## src/rtl/adc_ltc2308_sequencer.sv

```systemverilog
// adc_ltc2308_sequencer
//
// Scans a masked set of LTC2308 single-ended channels in ascending order.
// It drives the ADC's CONVST, SCLK and SDI pins and shifts in each 12-bit
// conversion code. The latest code for every channel is kept in a small
// register file with a per-channel "updated" flag.
//
// The LTC2308 returns the result of the config word sent in the previous
// transaction. Because of this, a frame over N channels runs N+1 transactions.
// Transaction 0's data is thrown away, and the last transaction repeats the
// final channel's config.
//
// Ports:
//   clk, reset_n        system clock, asynchronous active-low reset
//   enable              0 stops scanning at the next transaction boundary
//   start               one-cycle pulse, begins a frame when idle
//   auto_run            restart a frame right after each frame ends
//   ch_mask[7:0]        channels to scan, latched at frame start
//   busy                high from frame start to frame end
//   adc_convst/sclk/din ADC control pins, all registered
//   adc_dout            ADC serial data
//   result_valid/ch/data one-cycle result stream
//   rd_addr, rd_data    combinational register-file read {flag,3'b0,code}
//   rd_ack              clears the update flag of channel rd_addr

module adc_ltc2308_sequencer #(
   parameter int CONV_CYCLES = 170,
   parameter int SCLK_HALF   = 4,
   parameter int ACQ_CYCLES  = 40
) (
   input  logic        clk,
   input  logic        reset_n,
   input  logic        enable,
   input  logic        start,
   input  logic        auto_run,
   input  logic [7:0]  ch_mask,
   output logic        busy,
   output logic        adc_convst,
   output logic        adc_sclk,
   output logic        adc_din,
   input  logic        adc_dout,
   output logic        result_valid,
   output logic [2:0]  result_ch,
   output logic [11:0] result_data,
   input  logic [2:0]  rd_addr,
   output logic [15:0] rd_data,
   input  logic        rd_ack
);

   typedef enum logic [1:0] {IDLE, CONV, SHIFT, ACQ} state_t;

   localparam logic [15:0] CONV_LAST = 16'(CONV_CYCLES - 1);
   localparam logic [15:0] HALF_LAST = 16'(SCLK_HALF - 1);
   localparam logic [15:0] ACQ_LAST  = 16'(ACQ_CYCLES - 1);

   state_t      state;
   logic [15:0] cnt;
   logic [3:0]  bit_idx;
   logic [7:0]  pending_mask;
   logic [2:0]  cfg_ch;
   logic [2:0]  prev_ch;
   logic        first_xact;
   logic        last_xact;
   logic        wr_pend;
   logic [11:0] shift_reg;
   logic [11:0] code_mem [8];
   logic [7:0]  upd_flag;

   // Lowest set bit of a channel mask (ascending scan order)
   function automatic logic [2:0] lowest_ch(input logic [7:0] m);
      logic [2:0] c;
      c = 3'd0;
      for (int i = 7; i >= 0; i--) begin
         if (m[i]) c = 3'(i);
      end
      return c;
   endfunction

   // SDI bit for shift position idx: 6-bit config word
   // {S/D=1, O/S=ch[0], S1=ch[2], S0=ch[1], UNI=1, SLP=0}, then zeros
   function automatic logic din_bit(input logic [2:0] ch, input logic [3:0] idx);
      logic [11:0] bits;
      bits = {1'b1, ch[0], ch[2], ch[1], 1'b1, 1'b0, 6'b000000};
      return bits[4'd11 - idx];
   endfunction

   // Transaction sequencer: CONV -> SHIFT -> ACQ per transaction, all pins
   // registered. pending_mask holds channels whose config has not been sent
   // yet; when it runs dry, the last config is repeated once to flush the
   // pipelined final result.
   always_ff @(posedge clk or negedge reset_n) begin
      if (!reset_n) begin
         state        <= IDLE;
         cnt          <= '0;
         bit_idx      <= '0;
         pending_mask <= '0;
         cfg_ch       <= '0;
         prev_ch      <= '0;
         first_xact   <= 1'b0;
         last_xact    <= 1'b0;
         wr_pend      <= 1'b0;
         shift_reg    <= '0;
         busy         <= 1'b0;
         adc_convst   <= 1'b0;
         adc_sclk     <= 1'b0;
         adc_din      <= 1'b0;
         result_valid <= 1'b0;
         result_ch    <= '0;
         result_data  <= '0;
      end else begin
         wr_pend      <= 1'b0;
         result_valid <= wr_pend;
         if (wr_pend) begin
            result_ch   <= prev_ch;
            result_data <= shift_reg;
         end

         case (state)
            IDLE: begin
               adc_convst <= 1'b0;
               adc_sclk   <= 1'b0;
               adc_din    <= 1'b0;
               busy       <= 1'b0;
               if (enable && (start || auto_run) && (ch_mask != 8'd0)) begin
                  cfg_ch       <= lowest_ch(ch_mask);
                  pending_mask <= ch_mask & ~(8'd1 << lowest_ch(ch_mask));
                  first_xact   <= 1'b1;
                  last_xact    <= 1'b0;
                  busy         <= 1'b1;
                  adc_convst   <= 1'b1;
                  cnt          <= '0;
                  state        <= CONV;
               end
            end

            CONV: begin
               if (cnt == CONV_LAST) begin
                  adc_convst <= 1'b0;
                  adc_din    <= din_bit(cfg_ch, 4'd0);
                  bit_idx    <= '0;
                  cnt        <= '0;
                  state      <= SHIFT;
               end else begin
                  cnt <= cnt + 16'd1;
               end
            end

            // SDI only changes as SCLK falls; SDO is captured as SCLK rises
            SHIFT: begin
               if (cnt == HALF_LAST) begin
                  cnt <= '0;
                  if (!adc_sclk) begin
                     adc_sclk  <= 1'b1;
                     shift_reg <= {shift_reg[10:0], adc_dout};
                     if (bit_idx == 4'd11) wr_pend <= !first_xact;
                  end else begin
                     adc_sclk <= 1'b0;
                     if (bit_idx == 4'd11) begin
                        adc_din <= 1'b0;
                        state   <= ACQ;
                     end else begin
                        bit_idx <= bit_idx + 4'd1;
                        adc_din <= din_bit(cfg_ch, bit_idx + 4'd1);
                     end
                  end
               end else begin
                  cnt <= cnt + 16'd1;
               end
            end

            ACQ: begin
               if (cnt == ACQ_LAST) begin
                  cnt <= '0;
                  if (last_xact || !enable) begin
                     busy  <= 1'b0;
                     state <= IDLE;
                  end else begin
                     prev_ch    <= cfg_ch;
                     first_xact <= 1'b0;
                     adc_convst <= 1'b1;
                     state      <= CONV;
                     if (pending_mask != 8'd0) begin
                        cfg_ch       <= lowest_ch(pending_mask);
                        pending_mask <= pending_mask & ~(8'd1 << lowest_ch(pending_mask));
                     end else begin
                        last_xact <= 1'b1;
                     end
                  end
               end else begin
                  cnt <= cnt + 16'd1;
               end
            end

            default: state <= IDLE;
         endcase
      end
   end

   // Register file: a result write sets the channel's flag after any
   // same-cycle rd_ack clear, so a fresh code is never lost
   always_ff @(posedge clk or negedge reset_n) begin
      if (!reset_n) begin
         for (int i = 0; i < 8; i++) code_mem[i] <= '0;
         upd_flag <= '0;
      end else begin
         if (rd_ack) upd_flag[rd_addr] <= 1'b0;
         if (result_valid) begin
            code_mem[result_ch] <= result_data;
            upd_flag[result_ch] <= 1'b1;
         end
      end
   end

   assign rd_data = {upd_flag[rd_addr], 3'b000, code_mem[rd_addr]};

endmodule

```

## config.mk

```make
export PLATFORM = sky130hd
export DESIGN_NAME = adc_ltc2308_sequencer
export DESIGN_NICKNAME = d
export VERILOG_FILES = /design/src/rtl/adc_ltc2308_sequencer.sv
export SDC_FILE = /design/constraint.sdc
export NUM_CORES = 1
export LEC_CHECK = 0
export CAP_MARGIN = 20
export CORE_MARGIN = 1
export CORE_UTILIZATION = 50
export DETAILED_ROUTE_END_ITERATION = 8
export PLACE_DENSITY = 0.69
export SLEW_MARGIN = 0
export SYNTH_ARGS = -nofsm -noshare
export SYNTH_HDL_FRONTEND = slang
export SYNTH_SLANG_ARGS = --single-unit
```

## constraint.sdc

```tcl
create_clock -name clk -period 4 [get_ports clk]
set_input_delay 0.8 -clock clk [delete_from_list [all_inputs] [get_ports clk]]
set_output_delay 0.8 -clock clk [all_outputs]
set_load 0.02 [all_outputs]
```

==> flow_summary.toml <==
[sta]
drv_slew = 0
fin_crit_ns = 3.665
clock_skew_ns = 0.008766
hold_violations = 0
worst_slack_ns = 0.3354
fmax_ghz = 0.2729
tns_ns = 0
min_period_over_period = 0.9162
rsz0062_at_grt = "no"
setup_violations = 0
tightest_slew_ns = 0.9737
relSlewSlack = 0.3474

[drt]
vias_per_cell = 5.962
ant_nets = 0
routed_wl_um = 17610
vias = 5592
drtIter0Drc = 294
drt_pass1_iterations = 5
wl_per_cell_um = 18.77
route.detailed.drc = 0

[synth]
synth_area_per_cell_um2 = 12.96
synth_area_leaders = "dfrtp_1 (51%), mux2_2 (18%), mux4_2 (6.9%), a31oi_1 (1.6%), ha_1 (1.5%)"
synth-seq-area-share = 0.5133
synth_top_area_cell = "dfrtp_1"
syn_area_um2 = 8531
synth_top_area_share = 0.5133
synth-edff-count = 0
yosys_warnings = 0
yosysMostFrequentCell = "dfrtp_1"
synthCells = 658
ys_ff_latch = 175
ys.flop_type = "dfrtp_1"
yosysUniqueCellTypes = 64
ys_top_cells_by_count = "dfrtp_1 (175), mux2_2 (140), nand2_1 (27)"
synthArstFlopShare = 1.000

[power]
p_per_area_nw_per_um2 = 517.0
p_total_mw = 5.107
vdd_ir_drop_max_uv = 462.7
leakage_nw = 4.573

[final_layout]
reg_top3 = "code_mem: 96 flops, cnt: 16 flops"
drive_gt1_frac = 0.3287
antenna_cells = 0
utilization = 0.5936
nNetsFinal = 734
n_fill_cell = 1331
largest-register = "code_mem"
syn2layout_area_growth_pct = 15.81
largest_reg_flops = 96

[setup_path]
critical_path_class = "primary input to output pin"
worstPathArrival_ns = 2.86
r2r-start = "cnt[0]"
ff2ff_path_depth = 6
rrSetupSlack_ns = 1.21
setup.worst_path.end_class = "output pin"
cp_data_required_time_ns = 3.20
start_kind = "primary input"
critPathMaxFanout = 30
r2r_end = "adc_convst"

[hold_path]
hold_path_class = "primary input to asynchronous set/reset pin"

[die]
num_rows = 47
die_area_um2 = 17590
die_h_um = 132.6
core-area_um2 = 16640
dieWidth_um = 132.6
start_util = 0.5126
num_io_pins = 54

[outcome]
status = "complete, no violations"

[clock_tree]
clk_latency_ns = 0.43
cts_setup_buffers = 0
holdBufCountCts = 0
clock_sinks = 175
h-tree-depth = 4
path_clk_slew_ns = 0.06
cts_buffers = 17
cts_resized = 0
cts-root-buf = "clkbuf_16"
cts_buffer_depth = 2
cts_tree = "done"

[place]
dp_hpwl_um = 11650
portBuffers = 50
dp_slack_ns = 0.3434
gp_congestion = 0.8674

[global_routing]
grt_usage = 0.2145
overflow = 0
grt_pass1_vias = 5732
grt_antenna_before_repair = 0
grt_max_degree = 70
grt_pass1_wl_um = 29560

[job]
cap_viol_max_count = 0
## layout by cell type (no fill, tap or decap), drive strengths merged, types with 7 or more instances in the layout
| cell | Yosys | routed |
|---|---|---|
| dfrtp | 175 | 175 |
| mux2 | 140 | 140 |
| clkdlybuf4s50 | 0 | 48 |
| nand2 | 27 | 27 |
| mux4 | 26 | 26 |
| o21ai | 26 | 26 |
| a31oi | 22 | 22 |
| clkbuf | 26 | 22 |
| inv | 21 | 21 |
| nand3 | 19 | 19 |
| nor2 | 18 | 18 |
| buf | 11 | 16 |
| nand2b | 10 | 10 |
| ha | 10 | 10 |
| nand4 | 8 | 8 |
| o211ai | 8 | 8 |
| nor4 | 7 | 7 |
| nor3 | 7 | 7 |
| clkinv | 1 | 7 |
## metrics by stage
stage               std cells  instance area (µm²)  hold slack [ns]
floorplan                 660                 8538           0.3519
global placement          907                 9286           0.4747
detailed placement        907                 9286           0.4734
CTS                       938                 9879           0.3936
global route              938                 9879           0.4221
finish                    938                 9879           0.3839
## kinds of logic after synthesis
| logic type | count (synthesis) | share of synthesized area |
|---|---|---|
| adders and majority gates | 10 | 0.01467 |
| buffers and inverters | 59 | 0.03153 |
| xor gates and xnor gates | 3 | 0.003081 |
| muxes | 171 | 0.2593 |
| AOI/OAI and AO/OA | 101 | 0.08170 |
| other | 1 | 0.0004396 |
| and+or+nand+nor | 138 | 0.09592 |
| DFF | 175 | 0.5133 |
## critical path, cell delays in order
cell             delay, ns
clkdlybuf4s50_1       0.51
buf_12                0.23
mux4_2                0.52
mux2_2                0.27
clkdlybuf4s50_1       0.53
## how the worst max path moves through the flow
stage | to | slack (ns) | cells past startpoint | startpoint
after floorplan | rd_data[4] | 0.65 | 4 | rd_addr[0]
after global placement | rd_data[10] | 0.35 | 5 | rd_addr[1]
after detailed placement | rd_data[10] | 0.34 | 5 | rd_addr[1]
after CTS | rd_data[10] | 0.32 | 5 | rd_addr[1]
after global routing | rd_data[10] | 0.28 | 5 | rd_addr[1]
final | rd_data[10] | 0.34 | 5 | rd_addr[1]
## cell type report
| class | count | area, µm² | area share |
|---|---|---|---|
| clock buffers | 22 | 484.2 | 0.04901 |
| well taps | 220 | 275.3 | 0.02786 |
| repair buffers | 64 | 639.4 | 0.06472 |
| multi-input cells | 426 | 3910 | 0.3958 |
| inverters | 22 | 82.58 | 0.008359 |
| flip-flops and latches | 175 | 4379 | 0.4433 |
| clock inverters | 9 | 108.9 | 0.01102 |
## layer usage
metal | track usage | wire, µm
met2 | 0.3556 | 8845
met5 | 0 | 0
met1 | 0.2826 | 7862
met4 | 0.07918 | 211
met3 | 0.03946 | 688
## power breakdown
group | switching (mW) | total (mW) | leakage [nW] | internal, mW
clock network | 0.664 | 1.65 | 0.292 | 0.982
logic | 0.783 | 1.34 | 1.88 | 0.554
registers | 0.201 | 2.12 | 2.40 | 1.92
total | 1.65 | 5.11 | 4.57 | 3.46
Note: power is estimated with default switching activity, not from simulation.
